===== src/rtl/multiple_sequencer.sv =====
// multiple_sequencer: decode-stage expander for LM/SM instructions.
// Issues one micro-op per selected register with zero latency (Mealy),
// stalling the PC and the IF/ID register until the last micro-op issues.
// Every other instruction passes straight through.
module multiple_sequencer #(
  parameter logic [3:0]  LM_OP    = 4'b0110,
  parameter logic [3:0]  SM_OP    = 4'b0111,
  parameter logic [15:0] NOP_WORD = 16'hF000
) (
  input  logic        clk,
  input  logic        reset,
  input  logic [15:0] in_IR,
  input  logic        hold,
  input  logic        flush,
  output logic [15:0] out_IR,
  output logic [2:0]  reg_index,
  output logic [2:0]  offset,
  output logic        first_multiple,
  output logic        stall,
  output logic        busy
);

  typedef enum logic {IDLE = 1'b0, SEQ = 1'b1} state_t;

  state_t      state, stateNext;
  logic [15:0] irQ, irNext;
  logic [7:0]  maskQ, maskNext;
  logic [2:0]  cntQ, cntNext;

  logic        isMult;
  logic [7:0]  list;
  logic [7:0]  rest;
  logic [2:0]  cur;

  // Active register list and its lowest selected register.
  always_comb begin
    isMult = (in_IR[15:12] == LM_OP) || (in_IR[15:12] == SM_OP);
    list   = (state == SEQ) ? maskQ : in_IR[7:0];
    cur    = 3'd0;
    for (int i = 7; i >= 0; i--) begin
      if (list[i]) cur = 3'(i);
    end
    // Clearing the lowest set bit is the same as clearing bit 'cur'.
    rest = list & (list - 8'd1);
  end

  // Next-state and micro-op outputs; flush beats hold, reset beats both.
  always_comb begin
    out_IR         = in_IR;
    reg_index      = 3'd0;
    offset         = 3'd0;
    first_multiple = 1'b0;
    stall          = 1'b0;
    stateNext      = state;
    irNext         = irQ;
    maskNext       = maskQ;
    cntNext        = cntQ;

    case (state)
      IDLE: begin
        if (isMult) begin
          if (list == 8'd0) begin
            // Empty register list does nothing; emit a bubble.
            out_IR = NOP_WORD;
          end else begin
            reg_index      = cur;
            first_multiple = 1'b1;
            stall          = |rest;
            if (|rest) begin
              irNext    = in_IR;
              maskNext  = rest;
              cntNext   = 3'd1;
              stateNext = SEQ;
            end
          end
        end
      end
      SEQ: begin
        // IF/ID is frozen and don't-care here; replay the latched word.
        out_IR    = irQ;
        reg_index = cur;
        offset    = cntQ;
        stall     = |rest;
        maskNext  = rest;
        cntNext   = cntQ + 3'd1;
        if (rest == 8'd0) stateNext = IDLE;
      end
      default: stateNext = IDLE;
    endcase

    if (flush) begin
      out_IR         = NOP_WORD;
      reg_index      = 3'd0;
      offset         = 3'd0;
      first_multiple = 1'b0;
      stall          = 1'b0;
      stateNext      = IDLE;
      irNext         = 16'h0000;
      maskNext       = 8'd0;
      cntNext        = 3'd0;
    end else if (hold) begin
      // Freeze everything; outputs stay stable because state does not move.
      stall     = 1'b1;
      stateNext = state;
      irNext    = irQ;
      maskNext  = maskQ;
      cntNext   = cntQ;
    end

    // While reset is asserted the block looks like an idle pass-through,
    // even if IF/ID still holds the abandoned LM/SM.
    if (!reset) begin
      out_IR         = in_IR;
      reg_index      = 3'd0;
      offset         = 3'd0;
      first_multiple = 1'b0;
      stall          = 1'b0;
    end
  end

  // Sequencer state registers.
  always_ff @(posedge clk or negedge reset) begin
    if (!reset) begin
      state <= IDLE;
      irQ   <= 16'h0000;
      maskQ <= 8'd0;
      cntQ  <= 3'd0;
    end else begin
      state <= stateNext;
      irQ   <= irNext;
      maskQ <= maskNext;
      cntQ  <= cntNext;
    end
  end

  assign busy = (state == SEQ);

endmodule


===== config.mk =====
export PLATFORM = sky130hd
export DESIGN_NAME = multiple_sequencer
export DESIGN_NICKNAME = d
export VERILOG_FILES = /design/src/rtl/multiple_sequencer.sv
export SDC_FILE = /design/constraint.sdc
export NUM_CORES = 1
export LEC_CHECK = 0
export CORE_MARGIN = 1
export CORE_UTILIZATION = 48
export CTS_CLUSTER_DIAMETER = 40
export DETAILED_ROUTE_END_ITERATION = 10
export PLACE_DENSITY = 0.75
export RECOVER_POWER = 100
export SETUP_SLACK_MARGIN = 0.15
export SLEW_MARGIN = 25
export SYNTH_ARGS = -nofsm -noshare
export SYNTH_HDL_FRONTEND = slang
export SYNTH_SLANG_ARGS = --single-unit

===== constraint.sdc =====
create_clock -name clk -period 2.6 [get_ports clk]
set_input_delay 0.52 -clock clk [delete_from_list [all_inputs] [get_ports clk]]
set_output_delay 0.52 -clock clk [all_outputs]
set_load 0.01 [all_outputs]

==> metrics.txt <==
Final Hold Violating Endpoints=0; Rows=23; die height=66.7 um; worst r2r path cells=9; Static Leakage=1.56 nW; crit-path max FO=6; drt wl/cell=19.4 um; Avg Inst Size Synth=8.17 um^2; Design Area, Final=3310 um^2; share of cells above drive strength 1=0.408; maxcap violations=0; Worst R2R Start=busy$_DFFE_PN0N_; vias per cell=6.49; dominant cells by area after synthesis=dfrtp_1, a21oi_1, o21ai_0, nor2_1, nand3b_1; asr flop ratio synth=1.00; Max Fclk=359 MHz; area leader, netlist=dfrtp_1; clk slew on worst S/H paths=0.10 ns; post-synthesis cell count=246; Synth Warn #=0; drt drc=0; Final min period=2.78 ns; crit path cell chain=buf_12 > nor3_4 > o221ai_4 > or2_4 > nor3_4 > o31a_1 > buf_4 > o22a_1 > buf_2; Max clock buf depth=2; dpl cell area=2930 um^2; DIE AREA=4450 um^2; Core ar.=4000 um^2; Worst EP required=2.08 ns; RSZ-0062 raised after global routing=true; CP Capture Type=primary output; width of the die=66.7 um; detailed placement HPWL=4720 um; Worst-Margin Slew=0.428 ns; Rel. slew slack=0.714; vias in the first global route=2346; sequential area share after synthesis=0.336; H-tree Lvls=1; CP delay by family, top=simple AND/OR/NAND/NOR gates; critical path startpoint category=flip-flop; Pwr Density=313 nW/um^2; CP bufs+invs=3; largest net degree at the start of global routing=35; count leader, synth=dfrtp_1; top cells by count, synth=dfrtp_1, nor2_1, a21oi_1, o21ai_0, inv_1; post-synth top area share=0.336; CP max stage cell=dfrtp_2; Sum Neg Setup Slack=-0.976 ns; Yosys reg bits=27; drt pass-1 iters=5; Root Buffer=clkbuf_8; port bufs=44; Hold Path Class=in -> async; Initial Util=0.502; Netlist Area Pre-Place=2010 um^2; initial DRC count=345; ys flop type=dfrtp_1; Pins Over Slew Limit=0; Worst R2R End=maskQ[7]$_DFFE_PN0P_; maximum vdd drop=0.000256 V; Nets=377; Worst EP arrival=2.26 ns; CTS tree=built; worst setup margin=-0.183 ns; total CTS buffers=3; Place WS=-0.804 ns; first-pass GRT wire length=11100 um; # IOs=45; final setup violating endpoints=10; clock latency on the worst-skew pair=0.28 ns; vias post-DR=2629; post-route ant nets=0; failing checks=setup timing; CP dominant cell by count=nor3_4; EDFF count, synth=0; flop-to-flop setup slack=0.30 ns; hold_buf cts=0; critical path type=reg -> out; area grow syn2layout=64.8%; gr usage total=0.336; Mapped Nets=267; CP peak stage delay=0.45 ns; Design Power=0.00104 W; initial antenna violation count=0; Util after Layout=0.828; crit path launch=busy$_DFFE_PN0N_; clock sink total=27; routability congestion estimate=0.889; fin crit share=1.07; status=finished, violations left; # diodes=0; detailed-route wire length=7860 um; grt ovf=0; Setup Skew=0.00295 ns; Synth cell types=46
## what timing repair did
item,CTS,global route
endpoints found under the setup margin,25,22
gates resized for setup,96,49
pin swaps,19,16
buffers inserted,7,9
cloned,0,2
## cell families after synthesis
logic type,Yosys count,share of synthesized area
AO/OA/AOI/OAI,107,0.379
AND/OR/NAND/NOR,77,0.204
buffers and inverters,33,0.0685
flip-flops,27,0.336
multiplexers,1,0.00560
adder cells (fa/ha/maj),1,0.00623
## worst max path at each step
stage | endpoint | slack (ns) | cells after the start
floorplan | out_IR[10] | 0.19 | 6
global placement | out_IR[10] | -0.76 | 8
detailed placement | out_IR[9] | -0.80 | 8
CTS | out_IR[15] | -0.18 | 9
global route | out_IR[15] | -0.23 | 9
finish | out_IR[15] | -0.18 | 9
## sequential cells by signal, indices dropped and copies added (netlist names)
name and flops:
busy 1, maskQ 7, cntQ 3, irQ 16
## layer usage
metal	share of wire	wire length [um]	track usage
met1	0.40	3160	0.449
met3	0.077	605	0.0428
met5	0	0	0
met4	0.045	356	0.141
met2	0.48	3740	0.543
## worst register-to-register path, stage by stage (launching register included)
cell and delay (ns):
dfrtp_2 0.45, buf_12 0.15, buf_16 0.15, buf_4 0.15, nor3_4 0.22, a311oi_4 0.08, o211a_2 0.33, and3_1 0.22
buf_4 0.17, a211o_1 0.29
## report_power, final
part           internal [W]  switching [W]  leakage [nW]
Clock              0.000110       0.000146        0.0228
Combinational      0.000162       0.000182          1.17
Sequential         0.000429     0.00000698         0.373
## final cells by class
type	count	area, um^2
clock buffers	4	45.0
fillers	232	688
inverters	14	52.6
multi-input cells	186	1440
flip-flops and latches	27	677
well taps	50	62.6
repair buffers	124	1030
## per-stage QoR
stage | std cells | hold WS, ns
after floorplan | 246 | 0.224
after global placement | 383 | 0.482
after detailed placement | 383 | 0.495
after CTS | 394 | 0.264
after global routing | 405 | 0.416
final | 405 | 0.402
## cells in the final DEF, fill, tap and decap left out, types with 4 or more instances in the layout
cell type,instances
dlygate4sd2_1,7
a21oi_2,6
a211oi_1,5
nor2_1,21
o21ai_0,18
a21oi_1,11
nand3b_1,10
dfrtp_1,26
nand2_1,6
buf_4,66
nor3_2,4
nor2b_1,7
o2bb2ai_1,5
buf_6,8
dlymetal6s2s_1,7
clkdlybuf4s50_1,9
o41ai_1,7
a22oi_1,5
and3_1,4
nor3_1,4
clkbuf_2,7
o22ai_1,9
buf_2,14
inv_1,14
a22o_1,4
Note: power is estimated with default switching activity, not from simulation.
